## src/rtl/lsu_pkg.sv

```systemverilog
// Shared constants and types for the load/store unit.
// Latency: n/a (declarations only).
// Backpressure: n/a.
package lsu_pkg;

  // RV32I funct3 width/sign codes (loads and stores share encodings 0..2)
  localparam logic [2:0] LB  = 3'd0;
  localparam logic [2:0] LH  = 3'd1;
  localparam logic [2:0] LW  = 3'd2;
  localparam logic [2:0] LBU = 3'd4;
  localparam logic [2:0] LHU = 3'd5;
  localparam logic [2:0] SB  = 3'd0;
  localparam logic [2:0] SH  = 3'd1;
  localparam logic [2:0] SW  = 3'd2;

  typedef enum logic [1:0] {
    IDLE      = 2'd0,
    LOAD_WAIT = 2'd1,
    RMW_WAIT  = 2'd2
  } lsu_state_t;

endpackage

```

## src/rtl/lsu_align.sv

```systemverilog
// Byte/halfword lane steering: load extract+extend and store merge.
// Latency: purely combinational, zero cycles.
// Backpressure: none; no state.
// Ports: funct3/offset select the lane; rdata_word is the memory word,
// store_wdata the store source; load_data is the extended result and
// store_data the memory word with the target lane replaced.
module lsu_align
  import lsu_pkg::*;
(
  input  logic [2:0]  funct3,
  input  logic [1:0]  offset,
  input  logic [31:0] rdata_word,
  input  logic [31:0] store_wdata,
  output logic [31:0] load_data,
  output logic [31:0] store_data
);

  logic [7:0]  byte_sel;
  logic [15:0] half_sel;

  always_comb begin
    byte_sel = rdata_word[{offset, 3'b000} +: 8];
    half_sel = offset[1] ? rdata_word[31:16] : rdata_word[15:0];

    case (funct3)
      LB:      load_data = {{24{byte_sel[7]}}, byte_sel};
      LBU:     load_data = {24'h0, byte_sel};
      LH:      load_data = {{16{half_sel[15]}}, half_sel};
      LHU:     load_data = {16'h0, half_sel};
      default: load_data = rdata_word;
    endcase

    store_data = rdata_word;
    case (funct3)
      SB: store_data[{offset, 3'b000} +: 8] = store_wdata[7:0];
      SH: begin
        if (offset[1]) store_data[31:16] = store_wdata[15:0];
        else           store_data[15:0]  = store_wdata[15:0];
      end
      default: store_data = store_wdata;
    endcase
  end

endmodule

```

## src/rtl/load_store_unit.sv

```systemverilog
// RV32I byte-addressed load/store to word-addressed memory without byte enables.
// Latency: SW and errors 1 cycle; loads and SB/SH 2 cycles (read, then result/write).
// Backpressure: stall_o holds the core during the first cycle of a 2-cycle access.
// Ports: req_* is the core request, stall_o/rdata_o/rdata_valid_o/err_o go back
// to the core, mem_* drive the data memory whose read data returns one cycle later.
module load_store_unit
  import lsu_pkg::*;
#(
  parameter int ADDR_WIDTH = 8,
  parameter int DATA_WIDTH = 32
) (
  input  logic                  clk,
  input  logic                  rst_n,
  input  logic                  req_valid_i,
  input  logic                  req_we_i,
  input  logic [2:0]            req_funct3_i,
  input  logic [31:0]           req_addr_i,
  input  logic [DATA_WIDTH-1:0] req_wdata_i,
  output logic                  stall_o,
  output logic [DATA_WIDTH-1:0] rdata_o,
  output logic                  rdata_valid_o,
  output logic                  err_o,
  output logic [ADDR_WIDTH-1:0] mem_address_o,
  output logic [DATA_WIDTH-1:0] mem_write_data_o,
  output logic                  mem_write_o,
  output logic                  mem_read_o,
  input  logic [DATA_WIDTH-1:0] mem_data_read_i
);

  lsu_state_t            state;
  logic [2:0]            lat_funct3;
  logic [1:0]            lat_offset;
  logic [ADDR_WIDTH-1:0] lat_addr;
  logic [31:0]           lat_wdata;

  logic [ADDR_WIDTH-1:0] req_word_addr;
  logic [1:0]            req_offset;
  logic                  req_err;
  logic                  req_sw;
  logic [31:0]           load_data;
  logic [31:0]           store_data;

  // Address bits above the memory's word range are dropped on purpose (wrap).
  logic unused_addr_bits;
  assign unused_addr_bits = ^req_addr_i[31:ADDR_WIDTH+2];

  assign req_word_addr = req_addr_i[ADDR_WIDTH+1:2];
  assign req_offset    = req_addr_i[1:0];
  assign req_sw        = req_we_i && (req_funct3_i == SW);

  always_comb begin
    req_err = 1'b0;
    if (req_we_i) begin
      case (req_funct3_i)
        SB:      req_err = 1'b0;
        SH:      req_err = req_offset[0];
        SW:      req_err = (req_offset != 2'd0);
        default: req_err = 1'b1;
      endcase
    end else begin
      case (req_funct3_i)
        LB, LBU: req_err = 1'b0;
        LH, LHU: req_err = req_offset[0];
        LW:      req_err = (req_offset != 2'd0);
        default: req_err = 1'b1;
      endcase
    end
  end

  lsu_align u_align (
    .funct3      (lat_funct3),
    .offset      (lat_offset),
    .rdata_word  (mem_data_read_i),
    .store_wdata (lat_wdata),
    .load_data   (load_data),
    .store_data  (store_data)
  );

  // Outputs are gated by rst_n so nothing reaches memory or core while reset
  // is held, even if a request is presented in IDLE.
  always_comb begin
    stall_o          = 1'b0;
    rdata_o          = '0;
    rdata_valid_o    = 1'b0;
    err_o            = 1'b0;
    mem_address_o    = '0;
    mem_write_data_o = '0;
    mem_write_o      = 1'b0;
    mem_read_o       = 1'b0;
    if (rst_n) begin
      case (state)
        IDLE: begin
          if (req_valid_i) begin
            if (req_err) begin
              err_o = 1'b1;
            end else if (req_sw) begin
              mem_write_o      = 1'b1;
              mem_address_o    = req_word_addr;
              mem_write_data_o = req_wdata_i;
            end else begin
              // loads and sub-word stores both start with a read
              mem_read_o    = 1'b1;
              stall_o       = 1'b1;
              mem_address_o = req_word_addr;
            end
          end
        end
        LOAD_WAIT: begin
          rdata_valid_o = 1'b1;
          rdata_o       = load_data;
          mem_address_o = lat_addr;
        end
        RMW_WAIT: begin
          mem_write_o      = 1'b1;
          mem_address_o    = lat_addr;
          mem_write_data_o = store_data;
        end
        default: ;
      endcase
    end
  end

  always_ff @(posedge clk or negedge rst_n) begin
    if (!rst_n) begin
      state      <= IDLE;
      lat_funct3 <= '0;
      lat_offset <= '0;
      lat_addr   <= '0;
      lat_wdata  <= '0;
    end else begin
      case (state)
        IDLE: begin
          if (req_valid_i && !req_err && !req_sw) begin
            lat_funct3 <= req_funct3_i;
            lat_offset <= req_offset;
            lat_addr   <= req_word_addr;
            lat_wdata  <= req_wdata_i;
            state      <= req_we_i ? RMW_WAIT : LOAD_WAIT;
          end
        end
        LOAD_WAIT: state <= IDLE;
        RMW_WAIT:  state <= IDLE;
        default:   state <= IDLE;
      endcase
    end
  end

endmodule
```

## config.mk

```make
export PLATFORM = sky130hd
export DESIGN_NAME = load_store_unit
export DESIGN_NICKNAME = d
export VERILOG_FILES = /design/src/rtl/lsu_pkg.sv /design/src/rtl/lsu_align.sv /design/src/rtl/load_store_unit.sv
export SDC_FILE = /design/constraint.sdc
export NUM_CORES = 1
export LEC_CHECK = 0
export ABC_AREA = 1
export ABC_CLOCK_PERIOD_IN_PS = 2600
export CORE_ASPECT_RATIO = 1.5
export CORE_MARGIN = 4
export CORE_UTILIZATION = 45
export DETAILED_ROUTE_END_ITERATION = 8
export GPL_ROUTABILITY_DRIVEN = 0
export MAX_ROUTING_LAYER = met4
export PLACE_DENSITY = 0.8
export SYNTH_ARGS = -nofsm -noshare
export SYNTH_HDL_FRONTEND = slang
export SYNTH_SLANG_ARGS = --single-unit
```

## constraint.sdc

```tcl
create_clock -name clk -period 2.6 [get_ports clk]
set_input_delay 0.26 -clock clk [delete_from_list [all_inputs] [get_ports clk]]
set_output_delay 0.26 -clock clk [all_outputs]
set_load 0.02 [all_outputs]
```

[Word level (Yosys, flattened, before mapping)]
Index checks and enable logic that the tools add are counted.
Storage, ports and cells
  input bits: 103
  word-level logic and storage cells: 71
  register bits: 47
  output and inout bits: 77
Operators by class
  shift-type cells: 3
  add/sub/neg operators: 1
  equality and inequality tests: 10
  multiplexer cells: 39
  reduce and logical (&&, ||, !) cells: 13
Operators by type and width (number)
  $mux W32: 6
  $pmux W32 S2: 2
  $pmux W32 S4: 1
  $mux W16: 3
  $bwmux W32: 1
  $shift A8 B7 Y32 const A: 1
  $shiftx A32 B6 Y8: 1
  $shiftx A8 B7 Y32: 1
  $mux W8: 3
  $mux W1: 16
  $pmux W8 S2: 1
  $eq A3 B3 Y1 const B: 4
  $neg A5 Y7: 1
  $eq A3 B1 Y1 const B: 2
  $logic_not A3 Y1: 2
  $mux W2: 3
  $pmux W1 S3: 2
  $reduce_or A2 Y1: 3
  $eq A3 B2 Y1 const B: 1
  $logic_and A1 B1 Y1: 3
  $eq A2 B1 Y1 const B: 1
  $eq A2 B2 Y1 const B: 1
  $logic_not A1 Y1: 2
  $logic_not A2 Y1: 1
  4 further kinds: 4

[Longest topological paths before layout]
Gate-level depths: netlist of the first run.
  depth in word-level cells: 9
  depth in mapped cells: 13
  mapped depth without buffers: 10

[Modules after synthesis]
Synthesis of the first run repeated with hierarchy kept, for this count alone.
Unflattened totals
  cell total of the unflattened synthesis: 1002
  area, all modules: 5520.3 um^2
By module, submodules not included
  load_store_unit: sequential area each 1176.1 um^2, area an instance 3299.4 um^2, cells an instance 522, times used 1
  lsu_align: sequential area each 0.0 um^2, area an instance 2220.9 um^2, cells an instance 480, times used 1

[Worst setup path after synthesis of the first run]
Ideal clock, no wire load.
  kind: reg-to-output
  start point: register lat_offset[0]
  end point: output mem_write_data_o[21]
  arrival time: 2.138 ns
  buffers on the path: 3
  path slack: 0.202 ns
  stages on the path, launching flop included: 14
  data required time: 2.340 ns
  path through: dfrtp_1 -> inv_1 -> buf_2 -> buf_2 -> ha_1 -> buf_2 -> inv_2 -> nor2_2 -> nand2_1 -> nand2_1 -> nand2_1 -> nand3_1 -> nand2_1 -> a21oi_1
Between the ends
  longest elaborated chain between the ends: 6
  elaborated cells between the ends (all ways): 7
  those cells by class: 1 x add/sub; 2 x shift; 4 x mux
Ends and longest elaborated chain
  start, declared: RTL line load_store_unit.sv:32  | logic [1:0] lat_offset;
  start signal, assigned: RTL line load_store_unit.sv:135  | lat_offset <= req_offset;
  $neg A5 Y7 *: RTL line lsu_align.sv:35  | SB: store_data[{offset, 3'b000} +: 8] = store_wdata[7:0];
  $shiftx A8 B7 Y32 or $shift A8 B7 Y32 (tied branches): RTL line lsu_align.sv:35
  $bwmux W32 *: RTL line lsu_align.sv:35
  $pmux W32 S2 *: RTL line lsu_align.sv:34  | case (funct3)
  $pmux W32 S2 *: RTL line load_store_unit.sv:91  | case (state)
  $mux W32 *: RTL line load_store_unit.sv:90  | if (rst_n) begin
  end, declared: RTL line load_store_unit.sv:24  | output logic [DATA_WIDTH-1:0] mem_write_data_o,
Mark *: on every way between the ends. The rest lies on a longest branch, timed or not.

[Worst setup path after layout of the first run]
  start point: register lat_offset[1]
  end point: output mem_write_data_o[10]
Between the ends
  longest elaborated chain between the ends: 6
  elaborated cells between the ends (all ways): 8
  those cells by class: 1 x add/sub; 2 x shift; 5 x mux
Ends and longest elaborated chain (RTL line)
  $neg A5 Y7: lsu_align.sv:35
  $shiftx A8 B7 Y32 or $shift A8 B7 Y32 (tied branches): lsu_align.sv:35
  $bwmux W32: lsu_align.sv:35
  $pmux W32 S2 *: lsu_align.sv:34
  $pmux W32 S2 *: load_store_unit.sv:91
  $mux W32 *: load_store_unit.sv:90
Marked as above.

==> results of run 1 <==
kinds of logic (layout without fill, tap and decap cells):
group	after synthesis	in the layout	share of synthesized area [%]
AOI/OAI and AO/OA	191	191	19.6
adders and majority gates	9	9	2.17
buffers and inverters	145	302	13.2
DFF	47	47	22.6
and+or+nand+nor	511	511	42.4
sequential cells by signal, summed over array words and instances (netlist names):
signal      cells
lat_wdata      32
lat_addr        8
lat_funct3      3
lat_offset      2
state           2
routing by layer:
layer / up-vias / GRT usage [%] / wire (µm)
li1: 3243 / - / -
met1: 2929 / 32.7 / 7120
met2: 321 / 48.9 / 9540
met3: 66 / 2.97 / 1380
met4: 0 / 13.8 / 898
met5: - / - / 0
cells in the mapped netlist (all sizes together):
cell | instances | share of area (%)
o22ai | 1 | 0.12
inv | 77 | 5.6
clkinv | 3 | 0.31
ha | 9 | 2.2
a21oi | 88 | 8.5
nor2 | 157 | 12
dfrtp | 47 | 23
o21a | 7 | 1.0
clkbuf | 24 | 1.7
nand2 | 256 | 20
o21ai | 78 | 7.6
nand3 | 67 | 6.6
or2 | 1 | 0.12
o221ai | 7 | 1.2
nand3b | 1 | 0.14
a31oi | 10 | 1.2
nand4 | 29 | 3.5
buf | 41 | 5.6
worst register-to-register path, stage by stage (launching register included):
cell,delay (ns)
dfrtp_1,0.40
inv_1,0.09
ha_1,0.25
inv_1,0.11
nor2_4,0.05
buf_12,0.13
nand2_4,0.05
buf_4,0.56
nand2_1,0.17
o21ai_1,0.13
repair_timing:
item	4_1_cts	5_1_grt
setup buffers	2	0
setup endpoints to repair	72	28
hold buffers	0	0
resized for setup	64	46
pin swaps	1	0
worst paths after layout:
check                                          start                   endpoint  slack [ns]
max                        lat_offset[1]$_DFFE_PN0P_       mem_write_data_o[10]        0.10
min                                            rst_n    lat_addr[0]$_DFFE_PN0P_        0.19
max reg2reg                     state[0]$_DFFE_PN0P_   lat_wdata[1]$_DFFE_PN0P_        0.59
min reg2reg                lat_wdata[10]$_DFFE_PN0P_  lat_wdata[10]$_DFFE_PN0P_        0.47
max in group asynchronous                      rst_n  lat_wdata[31]$_DFFE_PN0P_        1.99
min in group clk           lat_wdata[10]$_DFFE_PN0P_  lat_wdata[10]$_DFFE_PN0P_        0.47
stage by stage:
stage	utilization [%]	total power, mW	cells
5_1_grt	63.8	7.55	1207
3_3_place_gp	63.0	6.18	1198
4_1_cts	63.8	6.86	1207
3_5_place_dp	63.0	6.26	1198
6_report	63.8	6.92	1207
2_1_floorplan	-	4.71	903
area by class of cell:
type	instances	area [µm²]	area share, %
repair buffers	215	1970	27.7
clock buffers	6	139	1.95
clock inverters	1	5.00	0.0702
inverters	80	308	4.32
multi-input cells	711	3340	46.9
well taps	147	184	2.58
flip-flops and latches	47	1180	16.5
where the power goes:
part           total (mW)  internal [mW]  switching, mW
registers            1.44           1.10          0.347
logic                4.84           1.74           3.10
clock network       0.641          0.376          0.266
==> reports/qor.txt, run 1 <==
CTS Buf Count: 5
Vias/cell: 5.43
min Tclk post-route: 2.50 ns
Ports: 180
Design Area, Final: 7130 µm²
YS warnings: 0
Filler cells: 1,092
worst slew pin tran: 0.714 ns
DR WL/cell: 15.7 µm
WP data required: 2.34 ns
Final Skew: 0.00309 ns
Yosys reg bits: 47
endpoints failing setup: 0
maximum vdd drop: 0.000542 V
outcome: completed
post-synth cell types: 34
Antenna Cells: 0
Post-Syn Area: 5200 µm²
most frequent cells in the layout: nand2_1 (246), nor2_1 (142), a21oi_1 (88), clkdlybuf4s50_1 (82), inv_1 (72)
Place WS: -0.0434 ns
largest net degree at the start of global routing: 72
WP buf/inv: 3
share of layout cells above drive strength 1: 10.8%
FF-to-FF path depth: 9
Syn Area/Cell: 5.76 µm²
Arr. time, crit path: 2.24 ns
Setup crit start kind: register
core box area: 11,200 µm²
number of buffers added on ports: 157
Stages on worst setup path: 10
Fmax: 0.401 GHz
syn nets: 1,015
leakage: 3.64 nW
Initial Util: 46.5%
sequential fraction of the synthesis area: 22.6%
Post-DP HPWL: 14,500 µm
Post-Synthesis Cells: 903
Die X-Extent: 95.8 µm
Die Area: 13,400 µm²
# DRC: 0
Clock Latency Late Sink: 0.29 ns
Final Hold Vio Count: 0
CTS tree: yes
GRT overflow: 0
root buf cell: clkbuf_16
hold slack: 0.185 ns
DP Area: 7040 µm²
critical path's top delay family: buffers and inverters
Critical Path Sink Type: output port
initial antenna violation count: 0
critical path's largest stage delay: 0.39 ns
slack of the critical path: 0.103 ns
H-tree depth: 2
first-pass GRT wire length: 29,900 µm
initial DRC count: 576
clk slew on worst S/H paths: 0.06 ns
Slew Viols, Final: 0
CP max FO: 9
vias: 6,559
Crit path top cell by count: nand2_1
TritonRoute pass-1 iters: 5
worst hold-check path type: input port to async pin
CTS Sinks: 47
Synth-to-Final Area Change: 37.1%
nets@finish: 1,172
ANT nets after route: 0
number of global-route vias before repair: 6,173
Worst path slowest cell: dfrtp_1
CP Class: register to output port
Site Rows: 47
Power Dens Cells: 971 nW/µm²
setup_tns: 0 ns
die height: 140 µm
# Max-Cap Violations: 0
CP Cell Sequence: inv_1, ha_1, inv_2, nand4_1, nand2_1, nand3_1, nand2_1, nand2_1, a21oi_1, dlygate4sd2_1
RSZ-0062 raised after global routing: no
drt total wl: 18,900 µm
Max-slew headroom: 52.4%
overall routing resource usage: 28.6%
CTS max path bufs: 2
most common cell after layout, fill and taps aside: nand2_1
Final period util: 96.0%
No activity file was read; power rests on OpenSTA's default activity.
==> inputs of run 2 (changes only) <==
Settings changed: SKIP_CTS_REPAIR_TIMING set to 1.
==> reports/qor.txt, run 2 (synthesis results as in run 1) <==
core box area: 11,200 µm²
largest net degree at the start of global routing: 72
Antenna Cells: 0
Arr. time, crit path: 2.18 ns
share of layout cells above drive strength 1: 9.71%
FF-to-FF path depth: 9
R2R Path End: lat_wdata[1]$_DFFE_PN0P_
Max-slew headroom: 53.4%
Logic pwr share: 70.2%
number of global-route vias before repair: 6,166
leakage: 4.55 nW
Finished Core Util: 66.1%
Die Area: 13,400 µm²
CTS max path bufs: 2
first-pass GRT wire length: 29,900 µm
maximum vdd drop: 0.000570 V
Design Area, Final: 7390 µm²
nets@finish: 1,173
initial DRC count: 516
CTS Sinks: 47
# DRC: 0
TritonRoute pass-1 iters: 7
Final Hold Vio Count: 0
endpoints failing setup: 0
Critical Path Sink Type: output port
Final Skew: 0.00255 ns
drt total wl: 19,300 µm
CTS Buf Count: 5
biggest regs: lat_wdata (32), lat_addr (8), lat_funct3 (3)
most common cell after layout, fill and taps aside: nand2_1
outcome: completed
min Tclk post-route: 2.44 ns
Slew Viols, Final: 0
clk slew on worst S/H paths: 0.06 ns
Clock Latency Late Sink: 0.29 ns
die height: 140 µm
Fmax: 0.410 GHz
Synth-to-Final Area Change: 42.1%
part of the power in the clock network: 9.2%
Initial Util: 46.5%
Post-DP HPWL: 14,500 µm
H-tree depth: 2
Tot Pwr: 6.99 mW
Setup crit start kind: register
Sw Ratio: 53.2%
WP data required: 2.34 ns
sequential fraction of design power: 20.6%
overall routing resource usage: 28.5%
Final period util: 93.7%
# Max-Cap Violations: 0
vias: 6,610
Ports: 180
Site Rows: 47
CP max FO: 8
DR WL/cell: 16.0 µm
Biggest register: lat_wdata
GRT overflow: 0
Vias/cell: 5.47
worst slew pin tran: 0.699 ns
initial antenna violation count: 0
max reg flops: 32
Finished Layout Cells: 1,208
Inst Count DP: 1,198
number of buffers added on ports: 157
R2R setup slack: 0.58 ns
DP Area: 7040 µm²
ANT nets after route: 0
setup_tns: 0 ns
root buf cell: clkbuf_16
Sw Pwr: 3.72 mW
CTS tree: yes
r2r startpoint: state[0]$_DFFE_PN0P_
RSZ-0062 raised after global routing: no
Power Dens Cells: 946 nW/µm²
worst hold-check path type: input port to async pin
Die X-Extent: 95.8 µm
most frequent cells in the layout: nand2_1 (246), nor2_1 (142), a21oi_1 (88), clkdlybuf4s50_1 (82), dlymetal6s2s_1 (73)
internal power: 3.27 mW
CP Class: register to output port
## run 2: through the flow
stage                     setup WS [ns]  hold slack [ns]
after detailed placement        -0.0434            0.458
after global placement          0.00234            0.453
final                             0.164            0.181
after CTS                        -0.278            0.206
after floorplan                   0.202          -0.0356
after global routing             0.0202            0.243
## run 2: worst max-delay path, stage by stage, from the launching register on
cell and delay (ns):
dfrtp_1 0.41, inv_1 0.16, ha_1 0.28, inv_2 0.10, nand3_1 0.09, nand2_2 0.19
nand2_1 0.07, nand2_1 0.07, nand2_1 0.05, a21oi_1 0.25, clkbuf_2 0.22
## run 2: layout make-up
type	instances	area, µm²
fill	1035	3780
multi-input combinational	711	3340
timing repair buffer	216	2240
sequential	47	1180
inverter	80	308
tap	147	184
clock buffer	6	139
clock inverter	1	5.00
## run 2: how the worst max path moves through the flow
stage,from,end
final,lat_offset[1]$_DFFE_PN0P_,mem_write_data_o[7]
after global routing,lat_funct3[1]$_DFFE_PN0P_,rdata_o[7]
after CTS,lat_offset[1]$_DFFE_PN0P_,mem_write_data_o[18]
after detailed placement,req_funct3_i[0],mem_address_o[3]
after global placement,req_funct3_i[2],mem_write_data_o[7]
after floorplan,lat_offset[0]$_DFFE_PN0P_,mem_write_data_o[21]
## run 2: metal layers
metal / routed length, µm / GRT usage, %
met3: 1450 / 2.97
met5: 0 / -
met2: 9750 / 48.5
met1: 7180 / 32.6
met4: 934 / 14.0
## run 2: power by group through the flow
stage | Combinational [mW] | Sequential, mW | Clock (mW)
global route | 5.44 | 1.50 | 0.676
finish | 4.90 | 1.44 | 0.645
detailed placement | 4.82 | 1.44 | 0
global placement | 4.75 | 1.43 | 0
floorplan | 3.39 | 1.31 | 0
CTS | 4.84 | 1.44 | 0.656
==> inputs of run 3 (changes only) <==
Settings changed: ABC_CLOCK_PERIOD_IN_PS 2600 to 2200, CORE_UTILIZATION 45 to 42, PLACE_DENSITY 0.8 to 0.78.
Clock period 2.6 ns to 2.2 ns, I/O delays scaled along.
==> reports/qor.txt, run 3 (synthesis results as in run 1) <==
outcome: finished, violations left
failing checks: hold timing, setup timing
setup_tns: -0.542 ns
Vias/cell: 5.49
Slew Viols, Final: 0
most common cell after layout, fill and taps aside: nand2_1
Inst Count DP: 1,263
worst slew pin tran: 0.543 ns
CTS tree: yes
Die X-Extent: 98.9 µm
core box area: 12,100 µm²
Synth-to-Final Area Change: 59.1%
number of buffers added on ports: 157
first-pass GRT wire length: 30,800 µm
Final Hold Vio Count: 21
hold slack: -0.0154 ns
biggest regs: lat_wdata (32), lat_addr (8), lat_funct3 (3)
Antenna Cells: 0
DR WL/cell: 16.3 µm
ANT nets after route: 0
initial antenna violation count: 0
maximum vdd drop: 0.000558 V
Site Rows: 49
CTS Sinks: 47
Finished Layout Cells: 1,282
share of layout cells above drive strength 1: 30.2%
clk slew on worst S/H paths: 0.07 ns
die height: 144 µm
# DRC: 0
R2R Path End: lat_wdata[1]$_DFFE_PN0P_
drt total wl: 20,900 µm
Max-slew headroom: 63.8%
endpoints failing setup: 11
Final period util: 105%
min Tclk post-route: 2.31 ns
Clock Latency Late Sink: 0.29 ns
Power Dens Cells: 1210 nW/µm²
Final Skew: 0.00566 ns
TritonRoute pass-1 iters: 6
Biggest register: lat_wdata
leakage: 3.98 nW
WP data required: 1.98 ns
Die Area: 14,300 µm²
largest net degree at the start of global routing: 72
CTS max path bufs: 2
Post-DP HPWL: 15,500 µm
R2R setup slack: 0.35 ns
CTS Buf Count: 5
vias: 7,038
Ports: 180
H-tree depth: 2
# Max-Cap Violations: 0
r2r startpoint: state[1]$_DFFE_PN0P_
Finished Core Util: 68.5%
CP Class: register to output port
root buf cell: clkbuf_16
worst hold-check path type: input port to async pin
RSZ-0062 raised after global routing: yes
number of global-route vias before repair: 6,348
Critical Path Sink Type: output port
FF-to-FF path depth: 9
CP max FO: 5
Initial Util: 43.1%
initial DRC count: 525
max reg flops: 32
Fmax: 0.433 GHz
slack of the critical path: -0.108 ns
most frequent cells in the layout: nand2_1 (219), buf_4 (134), nor2_1 (129), clkdlybuf4s50_1 (79), inv_1 (68)
overall routing resource usage: 27.2%
Setup crit start kind: register
Arr. time, crit path: 2.09 ns
GRT overflow: 0
nets@finish: 1,240
==> run 3: final cells by class <==
cell class,instances,area (µm²)
timing repair buffer,282,2550
inverter,80,313
tap,153,191
fill,999,3800
clock buffer,6,139
multi-input combinational,712,3870
clock inverter,2,35.0
sequential,47,1180
==> run 3: how the worst max path moves through the flow <==
stage / slack [ns] / cells past startpoint / to / start
global route: -0.18 / 13 / mem_write_data_o[21] / lat_offset[1]$_DFFE_PN0P_
detailed placement: -0.32 / 9 / mem_write_data_o[20] / req_funct3_i[1]
global placement: -0.27 / 9 / mem_write_data_o[20] / req_funct3_i[1]
finish: -0.11 / 13 / mem_write_data_o[21] / lat_offset[1]$_DFFE_PN0P_
CTS: -0.57 / 11 / mem_write_data_o[22] / lat_offset[0]$_DFFE_PN0P_
floorplan: -0.02 / 13 / mem_write_data_o[21] / lat_offset[0]$_DFFE_PN0P_
==> run 3: per-layer routing <==
layer	track usage, %	share of wire, %	vias up
met4	12.1	4.7	0
met1	31.3	37	3179
met3	3.14	8.1	76
met2	47.5	50	396
li1	-	-	3387
met5	-	0	-
==> run 3: worst max-delay path, stage by stage, from the launching register on <==
cell	delay, ns
dfrtp_1	0.38
inv_2	0.06
buf_6	0.13
ha_4	0.28
inv_4	0.05
nor2_4	0.13
buf_4	0.14
nand2_1	0.06
nand2_1	0.06
nand2_1	0.06
nand3_2	0.09
nand2_2	0.07
a21oi_4	0.15
buf_6	0.13
==> run 3: through the flow <==
step	power [mW]	hold WS [ns]	area, µm²	setup slack (ns)
after floorplan	5.63	-0.0756	5330	-0.0196
after global routing	10.7	0.00512	8270	-0.182
after CTS	8.79	-0.0148	7820	-0.568
after global placement	7.77	0.299	7650	-0.275
after detailed placement	7.87	0.301	7650	-0.316
final	9.99	-0.0154	8270	-0.108
==> run 3: power breakdown <==
part	total (mW)	switching (mW)	leakage, nW	internal (mW)
Clock	0.895	0.329	0.0868	0.565
Combinational	7.40	4.45	3.30	2.95
Sequential	1.70	0.400	0.587	1.30
